<file path="config.mk">
export PLATFORM = sky130hd
export DESIGN_NAME = itlb_refill
export DESIGN_NICKNAME = d
export VERILOG_FILES = /design/src/rtl/itlb_refill.sv
export SDC_FILE = /design/constraint.sdc
export NUM_CORES = 1
export LEC_CHECK = 0
export CAP_MARGIN = 20
export CORE_MARGIN = 4
export CORE_UTILIZATION = 30
export DETAILED_ROUTE_END_ITERATION = 6
export PLACE_DENSITY = 0.66
export SETUP_SLACK_MARGIN = 0.02
export SKIP_LAST_GASP = 1
export SLEW_MARGIN = 20
export SYNTH_ARGS = -nofsm -noshare
export SYNTH_HDL_FRONTEND = slang
export SYNTH_SLANG_ARGS = --single-unit
</file>
<file path="constraint.sdc">
create_clock -name clk_i -period 2.79 [get_ports clk_i]
set_input_delay 0.837 -clock clk_i [delete_from_list [all_inputs] [get_ports clk_i]]
set_output_delay 0.837 -clock clk_i [all_outputs]
set_load 0.005 [all_outputs]
</file>
<file path="src/rtl/itlb_refill.sv">
// ITLB miss-handling and refill controller.
// Accepts one miss, issues a PTW walk request, and on a good response writes
// a single ITLB entry chosen invalid-first, then round-robin.
module itlb_refill #(
    parameter int ENTRIES = 8,
    parameter int ASID_WD = 9,
    parameter int VPN_WD  = 20,
    parameter int PPN_WD  = 22
) (
    input  logic               clk_i,
    input  logic               rst_i,
    input  logic               tlb_flush_i,
    input  logic               miss_valid_i,
    output logic               miss_ready_o,
    input  logic [ASID_WD-1:0] miss_asid_i,
    input  logic [VPN_WD-1:0]  miss_vpn_i,
    output logic               ptw_req_valid_o,
    input  logic               ptw_req_ready_i,
    output logic [ASID_WD-1:0] ptw_req_asid_o,
    output logic [VPN_WD-1:0]  ptw_req_vpn_o,
    input  logic               ptw_rsp_valid_i,
    input  logic               ptw_rsp_fault_i,
    input  logic               ptw_rsp_g_i,
    input  logic [PPN_WD-1:0]  ptw_rsp_ppn_i,
    input  logic [ENTRIES-1:0] entry_valid_i,
    output logic [ENTRIES-1:0] entry_we_o,
    output logic [ASID_WD-1:0] entry_asid_o,
    output logic [VPN_WD-1:0]  entry_vpn_o,
    output logic               entry_g_o,
    output logic [PPN_WD-1:0]  entry_ppn_o,
    output logic               refill_done_o,
    output logic               refill_fault_o
);

    localparam int IDX_W = $clog2(ENTRIES);

    typedef enum logic [2:0] {
        ST_IDLE,
        ST_REQ,
        ST_WAIT,
        ST_WRITE,
        ST_DRAIN
    } state_t;

    state_t             state_q;
    state_t             state_d;
    logic [IDX_W-1:0]   rr_q;
    logic [ASID_WD-1:0] asid_q;
    logic [VPN_WD-1:0]  vpn_q;
    logic               g_q;
    logic [PPN_WD-1:0]  ppn_q;
    logic               fault_q;

    logic               accept;
    logic               rsp_take;
    logic               fault_set;
    logic               write_fire;
    logic [IDX_W-1:0]   victim;
    logic               victim_is_rr;

    // State register; reset always lands in IDLE.
    always_ff @(posedge clk_i) begin
        if (rst_i) begin
            state_q <= ST_IDLE;
        end else begin
            state_q <= state_d;
        end
    end

    // Captured request/response fields, fault pulse and round-robin pointer.
    always_ff @(posedge clk_i) begin
        if (rst_i) begin
            asid_q  <= '0;
            vpn_q   <= '0;
            g_q     <= 1'b0;
            ppn_q   <= '0;
            fault_q <= 1'b0;
            rr_q    <= '0;
        end else begin
            if (accept) begin
                asid_q <= miss_asid_i;
                vpn_q  <= miss_vpn_i;
            end
            if (rsp_take) begin
                g_q   <= ptw_rsp_g_i;
                ppn_q <= ptw_rsp_ppn_i;
            end
            // Fault is reported the cycle after the response, already in IDLE.
            fault_q <= fault_set;
            // Pointer only advances when the round-robin victim is actually used.
            if (write_fire && victim_is_rr) begin
                rr_q <= rr_q + IDX_W'(1);
            end
        end
    end

    // Victim: lowest-index invalid entry, otherwise the round-robin pointer.
    always_comb begin
        victim       = rr_q;
        victim_is_rr = 1'b1;
        for (int i = ENTRIES - 1; i >= 0; i--) begin
            if (!entry_valid_i[i]) begin
                victim       = IDX_W'(i);
                victim_is_rr = 1'b0;
            end
        end
    end

    // Next-state decode and state-dependent outputs.
    always_comb begin
        state_d         = state_q;
        accept          = 1'b0;
        rsp_take        = 1'b0;
        fault_set       = 1'b0;
        write_fire      = 1'b0;
        miss_ready_o    = 1'b0;
        ptw_req_valid_o = 1'b0;
        ptw_req_asid_o  = '0;
        ptw_req_vpn_o   = '0;
        entry_we_o      = '0;
        entry_asid_o    = '0;
        entry_vpn_o     = '0;
        entry_g_o       = 1'b0;
        entry_ppn_o     = '0;
        refill_done_o   = 1'b0;
        refill_fault_o  = 1'b0;

        if (rst_i) begin
            // Outputs show the idle/reset view while reset is held.
            miss_ready_o = 1'b1;
        end else begin
            refill_fault_o = fault_q;
            case (state_q)
                ST_IDLE: begin
                    miss_ready_o = 1'b1;
                    if (miss_valid_i && !tlb_flush_i) begin
                        accept  = 1'b1;
                        state_d = ST_REQ;
                    end
                end
                ST_REQ: begin
                    ptw_req_valid_o = 1'b1;
                    ptw_req_asid_o  = asid_q;
                    ptw_req_vpn_o   = vpn_q;
                    if (ptw_req_ready_i) begin
                        // A flush after the handshake still owes us a response.
                        state_d = tlb_flush_i ? ST_DRAIN : ST_WAIT;
                    end else if (tlb_flush_i) begin
                        state_d = ST_IDLE;
                    end
                end
                ST_WAIT: begin
                    if (ptw_rsp_valid_i) begin
                        state_d = ST_IDLE;
                        if (!tlb_flush_i) begin
                            if (ptw_rsp_fault_i) begin
                                fault_set = 1'b1;
                            end else begin
                                rsp_take = 1'b1;
                                state_d  = ST_WRITE;
                            end
                        end
                    end else if (tlb_flush_i) begin
                        state_d = ST_DRAIN;
                    end
                end
                ST_WRITE: begin
                    // Flush wins over the write in this cycle.
                    write_fire         = !tlb_flush_i;
                    entry_we_o[victim] = write_fire;
                    entry_asid_o       = asid_q;
                    entry_vpn_o        = vpn_q;
                    entry_g_o          = g_q;
                    entry_ppn_o        = ppn_q;
                    refill_done_o      = write_fire;
                    state_d            = ST_IDLE;
                end
                ST_DRAIN: begin
                    if (ptw_rsp_valid_i) begin
                        state_d = ST_IDLE;
                    end
                end
                default: begin
                    state_d = ST_IDLE;
                end
            endcase
        end
    end

endmodule

</file>
==> reports/qor.txt <==
CLOCK NETWORK
---------------------------------------------------------------------------------
TritonCTS clock tree ...............................................          yes
Clock sinks ........................................................           59
Clk pin slew, worst setup/hold paths ...............................      0.07 ns
Post-cts hold buffer count .........................................            0
Maximum root-to-sink buffer count ..................................            2
Maximum level of the CTS H-tree ....................................            3
CTS buffer count ...................................................            9
Clk Tree Root Cell ................................................. sky130_fd_sc_hd__clkbuf_8
Insertion delay to the later sink of the worst-skew pair ...........      0.34 ns

POWER
---------------------------------------------------------------------------------
Power Density ......................................................  339 nW/um^2
Clock share of power ...............................................        39.5%
Leakage power ......................................................   0.00252 uW
Cell-internal power ................................................      1500 uW
Reported net switching power .......................................       498 uW
Net switching share of the total power .............................        24.9%
Max VDD drop .......................................................     0.238 mV
Register share of total power ......................................        44.7%
Relative contribution of combinational cells to total power ........        15.8%

LOGIC SYNTHESIS
---------------------------------------------------------------------------------
Top cells by count, synth .......................................... sky130_fd_sc_hd__dfxtp_1, sky130_fd_sc_hd__and2_1, sky130_fd_sc_hd__nand2b_1, sky130_fd_sc_hd__nand2_1, sky130_fd_sc_hd__o21ai_0
Area share of the largest cell type after synthesis ................        37.5%
Seq/Total Area, Yosys ..............................................        37.5%
Cell with the most instances after synthesis ....................... sky130_fd_sc_hd__dfxtp_1
Count of flip-flops with a built-in enable after synthesis .........            0
Total number of yosys warnings .....................................            0
Cell taking the most area after synthesis .......................... sky130_fd_sc_hd__dfxtp_1
Fraction of synthesis flops using an asynchronous set or reset pin .           0%
Number of synthesized register bits ................................           59
Top area cells in the synthesized netlist .......................... sky130_fd_sc_hd__dfxtp_1, sky130_fd_sc_hd__and2_1, sky130_fd_sc_hd__nand2b_1, sky130_fd_sc_hd__nand2_1, sky130_fd_sc_hd__o21ai_0
Post-synthesis cell area ...........................................    3150 um^2
Post-Synthesis Cells ...............................................          398
Avg Inst Size Synth ................................................    7.92 um^2
Dominant synthesized flop cell ..................................... sky130_fd_sc_hd__dfxtp_1
Nets in the synthesized netlist ....................................          466
Yosys cell types ...................................................           42

GRT
---------------------------------------------------------------------------------
Global route overflow ..............................................            0
Wire length of the first global-routing pass .......................      18.5 mm
Number of antenna violations at the first check in global routing ..            0
Pin count of the biggest net entering global routing ...............           59
Via count of the first global-routing pass .........................         3640
Overall fraction of global-route tracks in use .....................        18.6%

TIMING
---------------------------------------------------------------------------------
Setup repair after global routing missed its margin ................         true
Hold Vio Cnt, Final ................................................            0
Worst relative slew slack ..........................................        62.1%
Slew @ Worst Pin ...................................................     0.562 ns
Worst-case hold slack ..............................................     0.484 ns
Count of final max-slew check failures .............................            0
Final clock period utilization by the worst path ...................         108%
Final min period ...................................................      3.02 ns
Setup Total Neg Slack ..............................................     -6.20 ns
Final worst-path setup slack .......................................    -0.231 ns
Max frequency ......................................................      331 MHz
Total setup violations reported at the end of the flow .............           52
Largest clock skew in the final design .............................    0.0177 ns

CELLS AND AREA
---------------------------------------------------------------------------------
Post-route core utilization ........................................        57.4%
Count of filler cells inserted in the layout .......................          895
Ant. Diodes ........................................................            0
Ratio of cells with drive above 1 in the final layout ..............        41.2%
Layout Area Growth over Synthesis ..................................        87.3%
Final net count ....................................................          674

PLACE
---------------------------------------------------------------------------------
Final RePlAce weighted congestion ..................................        0.812
Number of input and output port buffers inserted ...................          159
Detailed placer's ending HPWL ......................................      6.87 mm

MIN PATH
---------------------------------------------------------------------------------
Hold WC Path Type ..................................................      reg2reg

STATUS
---------------------------------------------------------------------------------
Violated checks .................................................... setup timing
Result of the run .................................................. finished, violations left

FLOORPLANNING
---------------------------------------------------------------------------------
FP Rows ............................................................           37
Initial core utilization ...........................................        30.7%
Die ar. ............................................................   12200 um^2
I/O pin count ......................................................          160
Area inside the core boundary ......................................   10300 um^2
Die Y-Extent .......................................................       111 um
Horizontal die dimension ...........................................       111 um

DETAILED ROUTING
---------------------------------------------------------------------------------
Post-detailed-route via-to-cell ratio ..............................         4.63
Detailed Route Iter0 Violations ....................................          153
Remaining antenna violation count ..................................            0
Detailed-route wire length per cell ................................      15.5 um
DRC violations left ................................................            0
Vias ...............................................................         3455
Aggregate routed wire length .......................................      11.6 mm
Number of detailed-route iterations in the first pass ..............            4

SETUP PATH
---------------------------------------------------------------------------------
Endpoint kind of the worst setup timing path .......................  output port
Worst EP arrival ...................................................      2.18 ns
Crit path launch type ..............................................    input pin
Flop2flop setup slack ..............................................      1.05 ns
Max FO, Critical Path ..............................................            3
Category of the most critical setup path ...........................       in2out
Crit path required time ............................................      1.95 ns

FLOW RUN
---------------------------------------------------------------------------------
Max cap viols ......................................................            0

## final timing paths
kind               from  depth (start not counted)       endpoint
max               rst_i                          6  entry_we_o[3]
min            ppn_q[9]                          2       ppn_q[9]
max reg2reg  state_q[2]                          7      ppn_q[16]
min reg2reg    ppn_q[9]                          2       ppn_q[9]
## layout make-up
type / count / area [um^2] / area share [%]
inverters: 5 / 18.8 / 0.318
clock inverters: 4 / 50.0 / 0.848
repair buffers: 225 / 2310 / 39.2
well taps: 136 / 170 / 2.88
multi-input cells: 306 / 2020 / 34.3
clock buffers: 12 / 145 / 2.46
flip-flops and latches: 59 / 1180 / 20.0
## critical path, cell delays in order
cell and delay [ns]:
sky130_fd_sc_hd__buf_6 0.10, sky130_fd_sc_hd__or3_4 0.41, sky130_fd_sc_hd__nor2_8 0.10, sky130_fd_sc_hd__or4b_4 0.49
sky130_fd_sc_hd__nor3_2 0.12, sky130_fd_sc_hd__buf_2 0.13
## cells by family (layout without fill, tap and decap cells)
kind of cell,after synthesis,in the layout,synth area share [%]
flops,59,59,37.5
simple gates,226,226,40.0
mux,2,2,0.635
xor+xnor,1,1,0.278
fa+ha+maj,1,1,0.397
compound gates,76,76,15.5
buf+inv,33,246,5.72
## layer usage
metal | vias up | GRT usage (%) | routed length [um] | share of wire (%)
li1 | 1703 | - | - | -
met1 | 1623 | 21.1 | 4690 | 40
met2 | 103 | 32.2 | 6010 | 52
met3 | 26 | 4.49 | 553 | 4.8
met4 | 0 | 9.36 | 340 | 2.9
met5 | - | 0 | 0 | 0
## stage by stage
step	std cells	total power (uW)	area, um^2	worst slack (ns)
final	747	2000	5900	-0.231
after floorplan	398	1000	3180	-0.0260
after CTS	750	2020	5730	-0.317
after detailed placement	703	1160	5110	-0.951
after global routing	747	2090	5900	-0.289
after global placement	703	1150	5110	-0.915
## registers in the layout, indices dropped and copies added (netlist names)
name and count:
asid_q 9, fault_q 1, g_q 1, ppn_q 22, rr_q 3, state_q 3, vpn_q 20
## layout by cell type (no fill, tap or decap), types with 3 or more instances in the layout
master / synthesis / routed
sky130_fd_sc_hd__clkbuf_8: 0 / 10
sky130_fd_sc_hd__buf_4: 2 / 37
sky130_fd_sc_hd__a21oi_1: 7 / 5
sky130_fd_sc_hd__buf_2: 3 / 17
sky130_fd_sc_hd__nor2_1: 33 / 30
sky130_fd_sc_hd__dfxtp_1: 59 / 59
sky130_fd_sc_hd__nand2b_1: 57 / 54
sky130_fd_sc_hd__buf_6: 6 / 74
sky130_fd_sc_hd__nor4_4: 3 / 3
sky130_fd_sc_hd__clkdlybuf4s50_1: 0 / 74
sky130_fd_sc_hd__o21ai_2: 17 / 17
sky130_fd_sc_hd__nand2_1: 55 / 55
sky130_fd_sc_hd__buf_8: 0 / 4
sky130_fd_sc_hd__and2_4: 0 / 53
sky130_fd_sc_hd__nand2b_4: 0 / 3
sky130_fd_sc_hd__buf_12: 0 / 8
sky130_fd_sc_hd__o211ai_1: 3 / 3
sky130_fd_sc_hd__nor3_1: 5 / 3
sky130_fd_sc_hd__and2_1: 58 / 5
sky130_fd_sc_hd__inv_1: 5 / 5
sky130_fd_sc_hd__dlymetal6s2s_1: 0 / 6
sky130_fd_sc_hd__o21ai_0: 37 / 37
## repair_timing
item | 4_1_cts | 5_1_grt
gates resized for setup | 391 | 85
endpoints found under the setup margin | 93 | 91
pin swaps | 31 | 17
cloned | 7 | 0
setup buffers | 27 | 7
## power groups by stage
| stage | logic [uW] | registers, uW | clock network [uW] |
|---|---|---|---|
| after floorplan | 101 | 901 | 0 |
| after global placement | 246 | 907 | 0 |
| after detailed placement | 251 | 908 | 0 |
| after CTS | 317 | 891 | 810 |
| after global routing | 340 | 897 | 856 |
| final | 315 | 894 | 790 |
Note: power is estimated with default switching activity, not from simulation.
